### config.mk
export PLATFORM = sky130hd
export DESIGN_NAME = bus_decoder
export DESIGN_NICKNAME = d
export VERILOG_FILES = /design/src/rtl/bus_decoder.sv
export SDC_FILE = /design/constraint.sdc
export NUM_CORES = 1
export LEC_CHECK = 0
export BUFFER_PORTS_ARGS = -buffer_cell sky130_fd_sc_hd__buf_2
export CORE_MARGIN = 5
export CORE_UTILIZATION = 41
export CTS_BUF_LIST = sky130_fd_sc_hd__clkbuf_16
export CTS_CLUSTER_DIAMETER = 40
export CTS_CLUSTER_SIZE = 10
export DETAILED_ROUTE_END_ITERATION = 8
export PLACE_DENSITY = 0.77
export REMOVE_ABC_BUFFERS = 1
export SYNTH_ARGS = -nofsm -noshare
export SYNTH_HDL_FRONTEND = slang
export SYNTH_SLANG_ARGS = --single-unit
### constraint.sdc
create_clock -name CLK -period 1.65 [get_ports CLK]
set_input_delay 0.165 -clock CLK [delete_from_list [all_inputs] [get_ports CLK]]
set_output_delay 0.165 -clock CLK [all_outputs]
set_load 0.05 [all_outputs]
### src/rtl/bus_decoder.sv
// Address decoder for a 16-slot bus: combinational address-phase select,
// registered data-phase select for the read-data mux, and a built-in
// default slave (slot 0) that gives a two-cycle error response to
// unmapped requests and keeps an error counter and the last error address.
module bus_decoder #(
    parameter logic [15:0] SLV_EN  = 16'hFFFE,
    parameter logic [38:0] ERR_RDT = 39'h0
) (
    input  logic        CLK,
    input  logic        nRST,
    input  logic        MsREQ,
    input  logic [31:0] MsADDR,
    input  logic        MsRDY,
    input  logic        ErrClr,
    output logic [15:0] DsSEL,
    output logic [15:0] DmRMUX,
    output logic [38:0] S0RDT,
    output logic        S0RDY,
    output logic        S0ERR,
    output logic [7:0]  ErrCnt,
    output logic [31:0] ErrAddr
);

    typedef enum logic [1:0] {
        IDLE = 2'd0,
        ERR1 = 2'd1,
        ERR2 = 2'd2
    } s0_state_e;

    s0_state_e   state_q;
    logic        s0rdy_q;
    logic        s0err_q;
    logic [15:0] rmux_q, rmux_d;
    logic [7:0]  cnt_q, cnt_d;
    logic [31:0] eaddr_q, eaddr_d;

    logic [3:0]  idx;
    logic        hit;
    logic        accept;
    logic        unmapped;
    logic        err_entry;

    assign idx       = MsADDR[31:28];
    assign hit       = (idx != 4'd0) && SLV_EN[idx];
    assign accept    = MsRDY;
    assign unmapped  = MsREQ && !hit;
    // ERR1 never starts a new response; the held request is taken in ERR2.
    assign err_entry = accept && unmapped && (state_q != ERR1);

    // Address-phase select: idle selects nothing, misses fall to slot 0.
    always_comb begin
        DsSEL = 16'h0000;
        if (MsREQ) begin
            if (hit) DsSEL[idx] = 1'b1;
            else     DsSEL      = 16'h0001;
        end
    end

    // Next-state for data-phase select and error bookkeeping.
    always_comb begin
        rmux_d  = rmux_q;
        cnt_d   = cnt_q;
        eaddr_d = eaddr_q;
        if (accept) rmux_d = MsREQ ? DsSEL : 16'h0001;
        if (err_entry) begin
            eaddr_d = MsADDR;
            if (ErrClr)              cnt_d = 8'd1;
            else if (cnt_q != 8'hFF) cnt_d = cnt_q + 8'd1;
        end else if (ErrClr) begin
            cnt_d = 8'd0;
        end
    end

    // Data-phase select and error registers.
    always_ff @(posedge CLK or negedge nRST) begin
        if (!nRST) begin
            rmux_q  <= 16'h0001;
            cnt_q   <= 8'd0;
            eaddr_q <= 32'd0;
        end else begin
            rmux_q  <= rmux_d;
            cnt_q   <= cnt_d;
            eaddr_q <= eaddr_d;
        end
    end

    // Default-slave response FSM with registered Moore outputs, so the
    // S0RDY -> mux -> MsRDY loop always passes through a flop.
    always_ff @(posedge CLK or negedge nRST) begin
        if (!nRST) begin
            state_q <= IDLE;
            s0rdy_q <= 1'b1;
            s0err_q <= 1'b0;
        end else begin
            case (state_q)
                ERR1: begin
                    state_q <= ERR2;
                    s0rdy_q <= 1'b1;
                    s0err_q <= 1'b1;
                end
                default: begin
                    if (accept) begin
                        if (unmapped) begin
                            state_q <= ERR1;
                            s0rdy_q <= 1'b0;
                            s0err_q <= 1'b1;
                        end else begin
                            state_q <= IDLE;
                            s0rdy_q <= 1'b1;
                            s0err_q <= 1'b0;
                        end
                    end
                end
            endcase
        end
    end

    assign DmRMUX  = rmux_q;
    assign S0RDT   = ERR_RDT;
    assign S0RDY   = s0rdy_q;
    assign S0ERR   = s0err_q;
    assign ErrCnt  = cnt_q;
    assign ErrAddr = eaddr_q;

endmodule

==> results.toml, run 1 <==
[status]
status = "completed"

[floorplanning]
rows = 30
die_x_um = 92.8
die_h_um = 92.8
die-area_mm2 = 0.00862
core_mm2 = 0.00672
initial_utilization = 0.419
ioPinCount = 150

[detailed_routing]
post_drt_wl_per_cell_um = 13.0
drt_first_pass_iters = 4
via_per_inst = 4.66
drt_iter0_drc = 76
drc = 0
ant_nets = 0
vias = 2346
drt-total-wl_mm = 6.54

[power_and_ir_drop]
pwr-share-seq = 0.384
switchingPower_mw = 1.59
clkPwrFrac = 0.353
leakagePower_nw = 2.13
comb_power_share = 0.262
finalPower_mw = 4.41
powerDensity_mw_per_mm2 = 1190
p_sw_frac = 0.361
intPower_mw = 2.82
ir_drop_mv = 0.677

[synthesis]
syn_area_mm2 = 0.00281
synth_fa_ha_area_frac = 0.00445
synth_warnings = 0
synth_cell_types = 31
synth.most_common_cell = "nand2_1"
muxShareOfSynthArea = 0.0681
synth_top_area_share = 0.516
synthTopCellsByCount = "92 x nand2_1, 58 x dfrtp_1, 39 x buf_4"
synthFlopType = "dfrtp_1"
syn_inst = 293
synth-seq-cells = 60
postSynth.asyncResetShare = 1.00
synth_top_cell_by_area = "dfrtp_1"
synth_edf_count = 0
synth-compound-area-share = 0.0302
synth-seq-area-share = 0.535
synth_top_family_by_area = "simple AND/OR/NAND/NOR gates"
syn_area_per_cell_um2 = 9.60
synth_area_leaders = "dfrtp_1 52%, nand2_1 12%, buf_4 10%"
synthSimpleGateAreaFrac = 0.238
synth_xor_xnor_area_share = 0

[timing]
setup_tns_ns = 0
fin_crit_sh = 0.944
clock_skew_ns = 0.00612
rsz0062_at_grt = "true"
slew_viol_final = 0
min_period_ns = 1.56
timing.fmax_ghz = 0.642
finalSetupViolCount = 0
hold_viol_final = 0

[job]
cap_viol_max_count = 0

[grt]
gr-total-overflow = 0
antenna_found_initial = 0
grt_pass1_vias = 2263
grt_util_all_layers = 0.151
grt_pass1_wl_mm = 10.3
grt_max_degree = 61

[cts]
clkTransAtPathRegs_ns = 0.05
clk_latency_ns = 0.32
cts_root_buf = "clkbuf_16"
h-tree-depth = 3
cts.sinks = 60
cts_tree = "built"
ctsLongestPathBuffers = 2
cts_setup_buffers = 0
numCtsBuffers = 9

[setup_path]
cp.arrival_ns = 1.79
startpoint_type = "register"
cp_max_fo = 7
crit_required_ns = 1.88
worst-setup-path-type = "register to register"
ff2ff_path_depth = 5
cp-end-kind = "register"

[layout]
drive_gt1_frac = 0.388
final_util = 0.551
antenna_cells = 0
final_nets = 456
area_growth_pct = 31.7
nFillCells = 586

[worst_hold_path]
worstHoldPathType = "primary input to register"
holdPathStages = 3

[place]
portBuffers = 110
gp_congestion = 0.798
dp_hpwl_mm = 4.99
final timing paths:
path | start | end | slack (ns)
min reg2reg | ErrAddr[8] | ErrAddr[8] | 0.47
min in group asynchronous | nRST | DmRMUX[13] | 0.37
max in group asynchronous | nRST | DmRMUX[0] | 0.98
max reg2reg | ErrCnt[0] | ErrCnt[4] | 0.09
min | MsADDR[26] | ErrAddr[26] | 0.04
max | ErrCnt[0] | ErrCnt[4] | 0.09
worst max-delay path, stage by stage, from the launching register on:
cell	delay [ns]
dfrtp_1	0.41
ha_1	0.23
nand3_1	0.10
nor2_2	0.09
or4_1	0.48
a21oi_1	0.16
cell usage in the layout (no fill, tap or decap), drive strengths merged, types with 5 or more instances in the layout:
cell type / instances
a21oi: 5
buf: 126
clkbuf: 9
clkinv: 5
conb: 39
dfrtp: 58
mux2: 17
nand2: 92
nand2b: 5
nand3: 8
nor2: 16
nor3: 5
final cells by class:
| cell class | instances | area, um^2 | share of cell area |
|---|---|---|---|
| clock buffers | 9 | 225 | 0.0608 |
| repair buffers | 127 | 697 | 0.188 |
| clock inverters | 7 | 28.8 | 0.00777 |
| multi-input cells | 218 | 1140 | 0.308 |
| well taps | 80 | 100 | 0.0270 |
| inverters | 2 | 7.51 | 0.00203 |
| flip-flops and latches | 60 | 1500 | 0.406 |
per-layer routing:
metal / GRT usage / share of wire / up-vias
li1: - / - / 1130
met2: 0.243 / 0.46 / 121
met3: 0.0601 / 0.12 / 7
met1: 0.181 / 0.41 / 1088
met5: 0 / 0 / -
met4: 0.0586 / 0.011 / 0
through the flow:
stage	cells	hold WS [ns]	area, um^2	setup WS, ns
floorplan	280	-0.131	2620	-0.355
global route	503	0.0378	3700	-0.0220
finish	503	0.0357	3700	0.0918
global placement	486	0.194	3400	-0.0718
CTS	503	0.0251	3670	0.0267
detailed placement	486	0.194	3400	-0.113
logic make-up (layout without fill, tap and decap cells):
| group | after synthesis | in the layout |
|---|---|---|
| and+or+nand+nor | 147 | 147 |
| DFF | 60 | 60 |
| buffers and inverters | 53 | 145 |
| muxes | 17 | 17 |
| AOI/OAI and AO/OA | 14 | 14 |
| adders and majority gates | 1 | 1 |
| other | 1 | 39 |
power groups by stage:
stage	sequential, mW	clock [mW]	combinational, mW
2_1_floorplan	2.21	0	0.350
3_3_place_gp	1.71	0	1.15
3_5_place_dp	1.71	0	1.16
4_1_cts	1.70	1.61	1.16
5_1_grt	1.71	1.68	1.22
6_report	1.69	1.56	1.16
flip-flops by register name, summed over array words and instances (netlist names):
register  cells
ErrAddr      32
DmRMUX       16
ErrCnt        8
state_q       2
S0ERR         1
S0RDY         1
timing repair:
item	in CTS	in global routing
hold endpoints to repair	58	0
hold buffers	1	0
setup endpoints to repair	0	5
resized for setup	0	7
Power figures use the tool's default switching activity.
==> run 2: changes to the inputs <==
Settings changed: PLACE_DENSITY 0.77 to 0.76.
==> results.toml, run 2 (same netlist as run 1, synthesis figures left out) <==
[timing]
rsz0062_at_grt = "false"
timing.fmax_ghz = 0.642
min_period_ns = 1.56
clock_skew_ns = 0.00671
setup_tns_ns = 0
setup_ws_ns = 0.0934
hold_viol_final = 0
slew_viol_final = 0
finalSetupViolCount = 0
fin_crit_sh = 0.943

[cts]
clk_latency_ns = 0.32
cts.sinks = 60
clkTransAtPathRegs_ns = 0.05
h-tree-depth = 3
ctsLongestPathBuffers = 2
cts_tree = "built"
numCtsBuffers = 9
cts_root_buf = "clkbuf_16"

[detailed_routing]
drt_iter0_drc = 87
ant_nets = 0
drc = 0
met2_length_mm = 3.11
post_drt_wl_per_cell_um = 13.4
via_per_inst = 4.66
wl_met3_um = 698
vias = 2341
wl_met1_mm = 2.88
drt_first_pass_iters = 5
top_layer = "met4"
drt-total-wl_mm = 6.75

[setup_path]
crit_start = "state_q[1]"
crit_cells = 4
crit-reg2reg-capture = "ErrCnt[6]"
cp.arrival_ns = 1.79
path_cells = "nand2b_2 > nand4_4 > or4_1 > a21oi_1"
path_buf_inv = 0
rr_startpoint = "state_q[1]"
endpoint = "ErrCnt[6]"
cpPeakStageDelay_ns = 0.56
worst-setup-path-type = "register to register"
cp_max_fo = 8
ff2ff_path_depth = 4
cp_slowest_cell = "or4_1"
crit_required_ns = 1.88
r2r_slack_ns = 0.09
crit_family = "simple AND/OR/NAND/NOR gates"
startpoint_type = "register"
cp-end-kind = "register"

[grt]
grt_pass1_wl_mm = 10.8
gr-total-overflow = 0
antenna_found_initial = 0
grt_max_degree = 61
grt_util_all_layers = 0.157
grt_pass1_vias = 2321

[place]
gp_congestion = 0.767
dp_hpwl_mm = 5.08
pre_cts_ws_ns = -0.0930
portBuffers = 110
numPlacedInstances = 485

[floorplanning]
die_x_um = 92.8
rows = 30
die_h_um = 92.8
core_mm2 = 0.00672
initial_utilization = 0.419
die-area_mm2 = 0.00862
ioPinCount = 150

[layout]
final-seq-area_mm2 = 0.00150
final_cell_mix = "110 x buf_2, 92 x nand2_1, 58 x dfrtp_1, 39 x conb_1, 17 x mux2_2"
nFillCells = 606
drive_gt1_frac = 0.386
layout_commonest_cell = "buf_2"
final_cells = 502
area_growth_pct = 33.8
multiInputGateArea_mm2 = 0.00113
final_nets = 455
antenna_cells = 0
largest_reg_flops = 32

[power_and_ir_drop]
powerDensity_mw_per_mm2 = 1310
ir_drop_mv = 0.688
leakagePower_nw = 2.15

[job]
cap_viol_max_count = 0

[worst_hold_path]
worstHoldPathType = "primary input to register"
holdPathStages = 3

[status]
status = "completed"
## run 2: final cells by class
type | count | area share
sequential | 60 | 0.400
multi-input combinational | 218 | 0.300
timing repair buffer | 126 | 0.183
clock buffer | 9 | 0.0599
clock inverter | 7 | 0.0283
tap | 80 | 0.0266
inverter | 2 | 0.00200
## run 2: how the worst min path moves through the flow
stage	startpoint	end	slack [ns]
final	MsADDR[26]	ErrAddr[26]	0.03
after global routing	MsADDR[13]	ErrAddr[13]	0.03
after CTS	MsADDR[4]	ErrAddr[4]	0.03
after detailed placement	nRST	DmRMUX[2]	0.19
after global placement	nRST	ErrAddr[28]	0.19
after floorplan	nRST	DmRMUX[10]	-0.13
## run 2: report_power, final
group          internal [mW]  switching (mW)  total, mW
Combinational          0.220           0.938       1.16
Clock                   1.45           0.606       2.06
Sequential              1.62          0.0744       1.69
Total                   3.29            1.62       4.91
## run 2: repair_timing
action                     CTS  global route
setup buffers                0             0
hold endpoints to repair    58             0
hold buffers                 1             0
resized for setup            0             5
setup endpoints to repair    0             8
## run 2: tightest hold or removal path, cell delays in order
cell and delay [ns]:
buf_2 0.07, nand2_1 0.04, nand2_1 0.05
## run 2: per-stage QoR
step	cell area (um^2)	power [mW]	hold slack (ns)	util
2_1_floorplan	2620	2.56	-0.131	-
3_3_place_gp	3400	2.86	0.194	0.506
3_5_place_dp	3400	2.88	0.194	0.506
4_1_cts	3740	4.96	0.0252	0.556
5_1_grt	3760	5.12	0.0341	0.560
6_report	3760	4.91	0.0344	0.560
## run 2: metal layers
layer,up-vias,global-route usage
met3,10,0.0666
met2,113,0.251
met1,1094,0.196
li1,1124,-
met4,0,0.0440
met5,-,0
==> run 3: changes to the inputs <==
Settings changed: PLACE_DENSITY 0.76 to not set, PLACE_DENSITY_LB_ADDON set to 0.1.
==> results.toml, run 3 (same netlist as run 1, synthesis figures left out) <==
[floorplanning]
die_x_um = 92.8
die-area_mm2 = 0.00862
core_mm2 = 0.00672
rows = 30
ioPinCount = 150
die_h_um = 92.8
initial_utilization = 0.419

[layout]
final_nets = 458
final_cells = 505
final_cell_mix = "110 x buf_2, 92 x nand2_1, 58 x dfrtp_1, 39 x conb_1, 17 x mux2_2"
drive_gt1_frac = 0.384
antenna_cells = 0
layout_commonest_cell = "buf_2"
largest_reg_flops = 32
area_growth_pct = 32.8

[detailed_routing]
ant_nets = 0
drt_iter0_drc = 84
via_per_inst = 4.61
post_drt_wl_per_cell_um = 13.5
drc = 0
vias = 2330
drt-total-wl_mm = 6.80
drt_first_pass_iters = 4

[cts]
cts_setup_buffers = 0
clk_latency_ns = 0.32
clkTransAtPathRegs_ns = 0.05
cts_root_buf = "clkbuf_16"
h-tree-depth = 3
cts_tree = "built"
ctsLongestPathBuffers = 2
numCtsBuffers = 9
cts.sinks = 60

[power_and_ir_drop]
powerDensity_mw_per_mm2 = 1240
clkPwrFrac = 0.384
pwr-share-seq = 0.365
leakagePower_nw = 2.14
p_sw_frac = 0.355
switchingPower_mw = 1.65
comb_power_share = 0.251
ir_drop_mv = 0.651
intPower_mw = 2.99

[timing]
rsz0062_at_grt = "false"
fin_crit_sh = 0.937
timing.fmax_ghz = 0.647
hold_viol_final = 0
slew_viol_final = 0
clock_skew_ns = 0.00422
min_period_ns = 1.55
whs_ns = 0.0308
finalSetupViolCount = 0

[setup_path]
startpoint_type = "register"
path_cells = "nand2b_1 > nand4_4 > nor4_1 > mux2_2"
cpPeakStageDelay_ns = 0.37
crit-reg2reg-capture = "ErrCnt[7]"
path_buf_inv = 0
cp-end-kind = "register"
worst-setup-path-type = "register to register"
r2r_slack_ns = 0.10
cp.arrival_ns = 1.75
crit_cells = 4
endpoint = "ErrCnt[7]"
ff2ff_path_depth = 4
rr_startpoint = "state_q[1]"
cp_slowest_cell = "mux2_2"
cp_max_fo = 8
crit_required_ns = 1.85
crit_family = "simple AND/OR/NAND/NOR gates"
crit_start = "state_q[1]"

[status]
status = "completed"

[place]
portBuffers = 110
dp_hpwl_mm = 5.10
gp_congestion = 0.752
numPlacedInstances = 488

[job]
cap_viol_max_count = 0

[grt]
grt_max_degree = 32
gr-total-overflow = 0
grt_pass1_wl_mm = 11.0
antenna_found_initial = 0
grt_util_all_layers = 0.162
grt_pass1_vias = 2370

[worst_hold_path]
worstHoldPathType = "primary input to register"
-- run 3: routing by layer --
metal  track usage  share of wire
met5             0              0
met4        0.0672          0.015
met3        0.0634           0.10
met2         0.251           0.47
met1         0.201           0.41
-- run 3: how the worst min path moves through the flow --
stage,from,endpoint,slack (ns),depth (start not counted)
floorplan,nRST,DmRMUX[10],-0.13,0
CTS,MsADDR[20],ErrAddr[20],0.02,3
finish,MsADDR[20],ErrAddr[20],0.03,3
global placement,nRST,ErrCnt[1],0.02,1
detailed placement,nRST,ErrCnt[1],0.02,1
global route,MsADDR[13],ErrAddr[13],0.04,3
-- run 3: area by class of cell --
cell class	instances	area, um^2
fillers	624	2980
flip-flops and latches	60	1500
multi-input cells	218	1120
repair buffers	129	721
clock buffers	9	225
well taps	80	100
clock inverters	7	58.8
inverters	2	7.51
-- run 3: power groups by stage --
| stage | Combinational, mW | Clock [mW] | Sequential (mW) |
|---|---|---|---|
| 2_1_floorplan | 0.350 | 0 | 2.21 |
| 3_3_place_gp | 1.16 | 0 | 1.72 |
| 6_report | 1.16 | 1.78 | 1.69 |
| 4_1_cts | 1.17 | 1.81 | 1.70 |
| 5_1_grt | 1.23 | 1.88 | 1.71 |
| 3_5_place_dp | 1.17 | 0 | 1.71 |
-- run 3: worst register-to-register path: cells and delay by family (launching register included) --
| kind | cells | cell delay [ns] |
|---|---|---|
| DFF | 1 | 0.35 |
| and+or+nand+nor | 3 | 0.71 |
| muxes | 1 | 0.37 |
-- run 3: timing repair --
item,in CTS,in global routing
setup endpoints to repair,0,3
resized for setup,0,1
endpoints found under the hold margin,58,0
hold buffers,1,0
-- run 3: metrics by stage --
| step | power, mW | area [um^2] | worst slack [ns] | TNS (ns) | util |
|---|---|---|---|---|---|
| finish | 4.63 | 3730 | 0.103 | 0 | 0.556 |
| global route | 4.82 | 3730 | 0.00275 | 0 | 0.556 |
| CTS | 4.68 | 3730 | 0.0730 | 0 | 0.555 |
| detailed placement | 2.88 | 3430 | -0.0962 | -0.257 | 0.511 |
| global placement | 2.88 | 3430 | -0.0506 | -0.130 | 0.511 |
| floorplan | 2.56 | 2620 | -0.355 | -5.24 | - |
